`config.mk`:
```
export PLATFORM = sky130hd
export DESIGN_NAME = fnd_scan_driver
export DESIGN_NICKNAME = d
export VERILOG_FILES = /design/src/rtl/fnd_scan_driver.sv
export SDC_FILE = /design/constraint.sdc
export NUM_CORES = 1
export LEC_CHECK = 0
export CAP_MARGIN = 10
export CORE_ASPECT_RATIO = 2
export CORE_UTILIZATION = 50
export DETAILED_ROUTE_END_ITERATION = 10
export GPL_TIMING_DRIVEN = 0
export PLACE_DENSITY = 0.73
export SLEW_MARGIN = 25
export SYNTH_ARGS = -nofsm -noshare
export SYNTH_HDL_FRONTEND = slang
export SYNTH_SLANG_ARGS = --single-unit
```
`constraint.sdc`:
```
create_clock -name clk -period 3.67 [get_ports clk]
set_input_delay 0.734 -clock clk [delete_from_list [all_inputs] [get_ports clk]]
set_output_delay 0.734 -clock clk [all_outputs]
set_load 0.01 [all_outputs]
```
`src/rtl/fnd_scan_driver.sv`:
```
// Multiplexed 7-segment scan driver with shadow-loaded content, leading-zero blanking and blink.
// Define FND_BRIGHTNESS_EN to enable the 3-bit PWM brightness gate on the digit enables.
module fnd_scan_driver #(
  parameter int NUM_DIGITS  = 4,
  parameter int SCAN_DIV    = 100_000,
  parameter int BLINK_SLOTS = 1000
) (
  input  logic                    clk,
  input  logic                    reset,
  input  logic [4*NUM_DIGITS-1:0] digits,
  input  logic [NUM_DIGITS-1:0]   dp_mask,
  input  logic [NUM_DIGITS-1:0]   blink_mask,
  input  logic                    lz_en,
  input  logic                    load,
  input  logic [2:0]              brightness,
  output logic [NUM_DIGITS-1:0]   fnd_com,
  output logic [7:0]              fnd_data
);

  localparam int DW = $clog2(SCAN_DIV);
  localparam int IW = $clog2(NUM_DIGITS);
  localparam int BW = (BLINK_SLOTS > 1) ? $clog2(BLINK_SLOTS) : 1;

  logic [DW-1:0]           div_q, div_d;
  logic [IW-1:0]           idx_q, idx_d;
  logic [BW-1:0]           blink_cnt_q, blink_cnt_d;
  logic                    phase_q, phase_d;
  logic [4*NUM_DIGITS-1:0] digits_q;
  logic [NUM_DIGITS-1:0]   dp_q, blink_q;
  logic                    lz_q;
  logic [NUM_DIGITS-1:0]   com_q, com_d;
  logic [7:0]              data_q, data_d;
  logic                    tick;
  logic [3:0]              nib;
  logic                    zero_above;

  function automatic logic [7:0] seg7(input logic [3:0] n);
    case (n)
      4'h0: seg7 = 8'hC0;  4'h1: seg7 = 8'hF9;  4'h2: seg7 = 8'hA4;  4'h3: seg7 = 8'hB0;
      4'h4: seg7 = 8'h99;  4'h5: seg7 = 8'h92;  4'h6: seg7 = 8'h82;  4'h7: seg7 = 8'hF8;
      4'h8: seg7 = 8'h80;  4'h9: seg7 = 8'h90;  4'hA: seg7 = 8'h88;  4'hB: seg7 = 8'h83;
      4'hC: seg7 = 8'hC6;  4'hD: seg7 = 8'hA1;  4'hE: seg7 = 8'h86;  default: seg7 = 8'h8E;
    endcase
  endfunction

`ifdef FND_BRIGHTNESS_EN
  logic [2:0] pwm_q, pwm_d;
  logic [2:0] bright_q;
  assign pwm_d = pwm_q + 3'd1;

  always_ff @(posedge clk or posedge reset) begin
    if (reset) begin
      pwm_q    <= '0;
      bright_q <= '0;
    end else begin
      pwm_q <= pwm_d;
      if (load) bright_q <= brightness;
    end
  end
`else
  logic unused_brightness;
  assign unused_brightness = ^brightness;
`endif

  assign tick = (div_q == DW'(SCAN_DIV - 1));

  // Outputs are built from next-state counters so the registered outputs line up with the slot.
  always_comb begin
    div_d       = tick ? '0 : div_q + DW'(1);
    idx_d       = idx_q;
    blink_cnt_d = blink_cnt_q;
    phase_d     = phase_q;
    if (tick) begin
      idx_d = (idx_q == IW'(NUM_DIGITS - 1)) ? '0 : idx_q + IW'(1);
      if (blink_cnt_q == BW'(BLINK_SLOTS - 1)) begin
        blink_cnt_d = '0;
        phase_d     = ~phase_q;
      end else begin
        blink_cnt_d = blink_cnt_q + BW'(1);
      end
    end

    nib        = digits_q[{idx_d, 2'b00} +: 4];
    zero_above = 1'b1;
    for (int i = 0; i < NUM_DIGITS; i++) begin
      if (i >= int'(idx_d) && digits_q[4*i +: 4] != 4'h0) zero_above = 1'b0;
    end

    data_d    = seg7(nib);
    data_d[7] = ~dp_q[idx_d];
    if ((lz_q && idx_d != '0 && zero_above) || (phase_d && blink_q[idx_d])) data_d = 8'hFF;

    com_d = ~(NUM_DIGITS'(1) << idx_d);
    if (div_d == '0) com_d = '1;
`ifdef FND_BRIGHTNESS_EN
    if (pwm_d > bright_q) com_d = '1;
`endif
  end

  always_ff @(posedge clk or posedge reset) begin
    if (reset) begin
      div_q       <= '0;
      idx_q       <= '0;
      blink_cnt_q <= '0;
      phase_q     <= 1'b0;
      digits_q    <= '0;
      dp_q        <= '0;
      blink_q     <= '0;
      lz_q        <= 1'b0;
      com_q       <= '1;
      data_q      <= 8'hFF;
    end else begin
      div_q       <= div_d;
      idx_q       <= idx_d;
      blink_cnt_q <= blink_cnt_d;
      phase_q     <= phase_d;
      com_q       <= com_d;
      data_q      <= data_d;
      if (load) begin
        digits_q <= digits;
        dp_q     <= dp_mask;
        blink_q  <= blink_mask;
        lz_q     <= lz_en;
      end
    end
  end

  assign fnd_com  = com_q;
  assign fnd_data = data_q;

endmodule
```
Word level (Yosys, flattened, before mapping)
Memories as Yosys holds them, arrays and structs flattened.
Index checks and enable logic that the tools add are counted.
{"block": "classes", "addsub": 3, "bitwise": 3, "magnitude_cmp": 4, "n_mux": 16, "reduce_logical": 13, "n_eq_ne": 3, "shift": 2}
{"cell": "17-bit by 1-bit adder with 17-bit output, second input constant", "n": 1}
{"cell": "17-bit == test, second input constant", "n": 1}
{"cell": "17-bit logical NOT", "n": 1}
{"cell": "17-bit 2-to-1 mux", "n": 1}
{"cell": "4-bit nonzero test", "n": 4}
{"cell": "16-bit by 5-bit indexed part select with 4-bit output", "n": 1}
{"cell": "10-bit by 1-bit adder with 10-bit output, second input constant", "n": 1}
{"cell": "10-bit == test, second input constant", "n": 1}
{"cell": "10-bit 2-to-1 mux", "n": 1}
{"cell": "1-bit 2-to-1 mux", "n": 8}
{"cell": "8-bit 2-to-1 mux", "n": 1}
{"cell": "1-bit logical AND", "n": 6}
{"cell": "1-bit binary-select mux with 2-bit select", "n": 2}
{"cell": "1-bit by 2-bit >= comparator with 1-bit output, first input constant", "n": 2}
{"cell": "2-bit 2-to-1 mux", "n": 2}
{"cell": "4-bit 2-to-1 mux", "n": 1}
{"cell": "4-bit NOT", "n": 1}
{"cell": "1-bit by 2-bit left shift with 4-bit output, first input constant", "n": 1}
{"cell": "2-bit by 3-bit less-than comparator with 1-bit output, second input constant", "n": 1}
{"cell": "2-bit by 1-bit adder with 2-bit output, second input constant", "n": 1}
{"cell": "2-bit == test, second input constant", "n": 1}
{"cell": "2-bit >= comparator, first input constant", "n": 1}
{"cell": "1-bit NOT", "n": 2}
{"cell": "2-bit nonzero test", "n": 1}
{"cell": "1-bit logical OR", "n": 1}
{"block": "word_totals", "output_inout_bits": 12, "rom_bits": 112, "word_cells": 55, "mem_count": 1, "regBits": 67}
{"memory": "(no name shown)", "words": 16, "width": 7, "read_ports": 1, "rd_clocked_by_memory_dff": 0, "write_ports": 0, "line_no": "38", "source": "case (n)"}

Logic depth before layout (Yosys ltp)
{"block": "depth", "word_depth": 12, "depth_mapped": 13, "mapped_depth_nobuf": 13}

Worst setup path after synthesis
No wires, ideal clock.
{"block": "synth_path", "path_type": "register -> register", "start": "register div_q[11]", "end": "register data_q[2], in the netlist fnd_data[2]", "stages_incl_launch_ff": 10, "arrival_ns": 2.954, "setup_slack_ns": 0.632, "period_less_slack_ns": 3.038, "path_cell_list": "dfrtp_1 buf_6 or4b_4 nor4_4 mux2i_2 mux2_2 inv_1 ha_1 inv_1 a221o_1"}
{"block": "synth_via", "elab_chain_cells": 11}
{"element": "from (decl)", "line_no": "24", "source": "logic [DW-1:0] div_q, div_d;"}
{"element": "from (signal assigned)", "line_no": "113", "source": "div_q <= div_d;"}
{"element": "17-bit == test *", "line_no": "65", "source": "assign tick = (div_q == DW'(SCAN_DIV - 1));"}
{"element": "branches (longest 9 deep; another with memory 16 x 7 bit)"}
{"element": "8-bit 2-to-1 mux *", "line_no": "91", "source": "if ((lz_q && idx_d != '0 && zero_above) || (phase_d && blink_q[idx_d])) data_d = 8'hFF;"}
{"element": "named net data_d[2]", "line_no": "32", "source": "logic [7:0] data_q, data_d;"}
{"element": "to (signal assigned)", "line_no": "118", "source": "data_q <= data_d;"}
{"element": "to (decl)", "line_no": "32"}
Mark *: on every way through the listed nets, which the timed path passes. The select of a mux whose other input is x is not followed.
A chain may end at the register's enable or synchronous reset.

Worst setup path after layout
{"block": "layout_path", "start": "register div_q[0]", "end": "register data_q[6], in the netlist fnd_data[6]"}
Same word-level chain as after synthesis.

==> metrics.txt <==
FP Rows=43; DRT Pass-1 Iters=4; pwr dens=approximately 420 mW/mm^2; placed instance area=slightly above 0.004 mm^2; Total GRT Usage=between 20% and 30%; critical path's slowest cell=o41ai_2; Slew @ Worst Pin=roughly 730 ps; DRC viols=0; Total Wirelength=between 7 and 8 mm; H-tree lvl count=3; Place WS=-115 ps; # diodes=0; sequential fraction of the synthesis area=47.0%; share of cells above drive strength 1=about a fifth; Synth Register Bits=67; area leader, netlist=dfrtp_1; worst r2r path cells=12; Clock Pin Slew Worst Setup and Hold Paths=~60 ps; Hold Path Stages=1; Max Clock Freq=~280 MHz; num ports=43; drt initial violations=approximately 110; Die Area=approximately 0.0076 mm^2; delay of the slowest critical-path stage=roughly 500 ps; Setup WS post-layout=roughly 120 ps; final cell utilization of the core=around 64%; gr ovfl total=0; most frequent cell after synthesis=dfrtp_1; vias in the first global route=approximately 2.8k; Vias=~2.7k; Arr. time, crit path=3810 ps; Setup crit end kind=flip-flop; nets=roughly 430; Syn Inst Count=about 330; Ys Warns=0; fin. max-slew vios=0; GP Congestion=between 0.8 and 0.9; Multi-input gate area=0.00180 mm^2; Fin Clk Skew=4.39 ps; top_reg_cell synth=dfrtp_1; total CTS buffers=9; initial antenna violation count=0; register area=0.00169 mm^2; Leakage Power=between 1.5 and 2 nW; final setup fails=0; critical path launch point type=flip-flop; max cap viols=0; Core Region=between 0.006 and 0.007 mm^2; hpwl dp=slightly below 6 mm; Clock Latency Late Sink=around 330 ps; CP cell instances=ha_1 -> nand4_1 -> o41ai_2 -> a21boi_4 -> inv_4 -> mux2i_1 -> mux2_2 -> inv_1 -> ha_1 -> inv_1 -> mux2i_1 -> a221o_1; Final Critical Period=3550 ps; Fin. Hold Viols=0; Synth async-reset ratio=between 90% and 100%; area share of the largest cell type after synthesis=about two fifths; Final Cycle Share=about 97%; Synth Cell Area=between 0.003 and 0.004 mm^2; drt via density=5.71; effective utilization at floorplan=about half; Clock Path Buffers=2; number of synthesized flops with an enable pin=0; Synthesized Nets=between 300 and 400; result of the run=finished clean; Die Y=roughly 120 um; Finished Cell Area=around 0.0045 mm^2; crit path kind=flip-flop to flip-flop; largest net degree at the start of global routing=47; Layout area overhead=24.0%; post-DR wirelength/cell=about 16 um; Synth area leaders=dfrtp_1 38%, dfstp_2 8.8%, mux2_2 7.5%, mux2i_1 4.2%, xnor2_1 4.1%; CTS tree=yes; synth cell count leaders=55 x dfrtp_1, 27 x nand2_1, 24 x mux2_2; peak supply drop=around 0.00032 V; CP required=~3900 ps; first-pass GRT wire length=13.0 mm; Worst slew margin=50.2%; Distinct cells, synth=a little over 60; Port Buffer Count=38; Hold/Removal Path Class=flip-flop to flip-flop; fill count=about 560; clock root buffer=clkbuf_16; critical path peak fanout=9; remaining antenna violation count=0; Synth Area per Inst=~11 um^2; Die W=62.0 um; clk sink count=67
-- worst max-delay path: cells and delay by family (launching register included) --
family | cells | cell delay (ps)
buffers and inverters | 3 | 320
DFF | 1 | 410
muxes | 3 | 640
and+or+nand+nor | 1 | 320
adders and majority gates | 2 | 540
AOI/OAI and AO/OA | 3 | 1230
-- state kept, by name, indices dropped and copies added, names as in the netlist --
signal	cells
fnd_data	8
blink_q	4
lz_q	1
dp_q	4
digits_q	16
phase_q	1
div_q	17
blink_cnt_q	10
idx_q	2
fnd_com	4
-- path summary, 6_finish.rpt --
kind                                    start                       end  slack (ps)
hold / removal              phase_q$_DFF_PP0_         phase_q$_DFF_PP0_         490
max in group asynchronous               reset     fnd_data[3]$_DFF_PP1_        2400
hold reg to reg             phase_q$_DFF_PP0_         phase_q$_DFF_PP0_         490
min in group asynchronous               reset  digits_q[15]$_DFFE_PP0P_         700
setup / recovery           div_q[0]$_DFF_PP0_     fnd_data[6]$_DFF_PP1_         120
setup reg to reg           div_q[0]$_DFF_PP0_     fnd_data[6]$_DFF_PP1_         120
-- power by group --
| group | total, mW | internal, mW | switching (mW) | leakage [nW] |
|---|---|---|---|---|
| Combinational | 0.203 | 0.114 | 0.0892 | 0.893 |
| Sequential | 0.820 | 0.792 | 0.0275 | 0.824 |
| Clock | 0.836 | 0.522 | 0.314 | 0.141 |
-- stage by stage --
| step | setup TNS (ps) | power [mW] | hold slack, ps | cells |
|---|---|---|---|---|
| after global routing | -10.6 | 1.93 | 522 | 480 |
| after detailed placement | -339 | 1.04 | 471 | 458 |
| after CTS | 0 | 1.88 | 479 | 474 |
| after global placement | -95.5 | 1.03 | 467 | 457 |
| final | 0 | 1.86 | 489 | 480 |
| after floorplan | 0 | 0.945 | 451 | 329 |
-- per-layer routing --
metal	wire length, um	part of all wire (%)	GRT usage (%)
met1	2660	34	22.9
met2	4550	58	43.6
met3	194	2.5	4.78
met4	395	5.1	15.8
met5	0	0	0
-- logic make-up (layout without fill, tap and decap cells) --
| logic type | after synthesis | in the layout | share of synthesized area, % |
|---|---|---|---|
| AO/OA/AOI/OAI | 45 | 45 | 9.50 |
| XOR/XNOR | 27 | 27 | 6.57 |
| adder cells (fa/ha/maj) | 9 | 9 | 3.13 |
| buffers and inverters | 25 | 86 | 3.13 |
| flip-flops | 67 | 67 | 47.0 |
| multiplexers | 41 | 41 | 12.5 |
| AND/OR/NAND/NOR | 115 | 115 | 18.2 |
-- layout by cell type, fill, tap and decap left out, drive strengths merged, types with 4 or more instances in the layout --
| cell | count |
|---|---|
| dfrtp | 55 |
| clkdlybuf4s50 | 38 |
| nand2 | 27 |
| mux2 | 25 |
| nor2 | 20 |
| clkbuf | 19 |
| xnor2 | 17 |
| mux2i | 16 |
| nand3 | 13 |
| o21ai | 13 |
| dfstp | 12 |
| inv | 11 |
| buf | 11 |
| nand4 | 10 |
| xor2 | 10 |
| ha | 9 |
| nor3 | 8 |
| and3 | 6 |
| and4 | 5 |
| o211ai | 5 |
| or3 | 4 |
| nor4 | 4 |
| clkinv | 4 |
-- layout make-up --
cell class / instances / share of cell area, %
inverter: 11 / 1.04
sequential: 67 / 37.9
clock buffer: 9 / 5.05
clock inverter: 7 / 1.54
timing repair buffer: 45 / 9.99
tap: 90 / 2.52
buffer: 14 / 1.54
multi-input combinational: 237 / 40.4
-- timing repair --
item / 4_1_cts / 5_1_grt
setup buffers: 0 / 6
setup endpoints to repair: 8 / 6
gates resized for setup: 1 / 0
hold endpoints to repair: 0 / 0
pin swaps: 1 / 1
hold buffers: 0 / 0
Power figures use the tool's default switching activity.
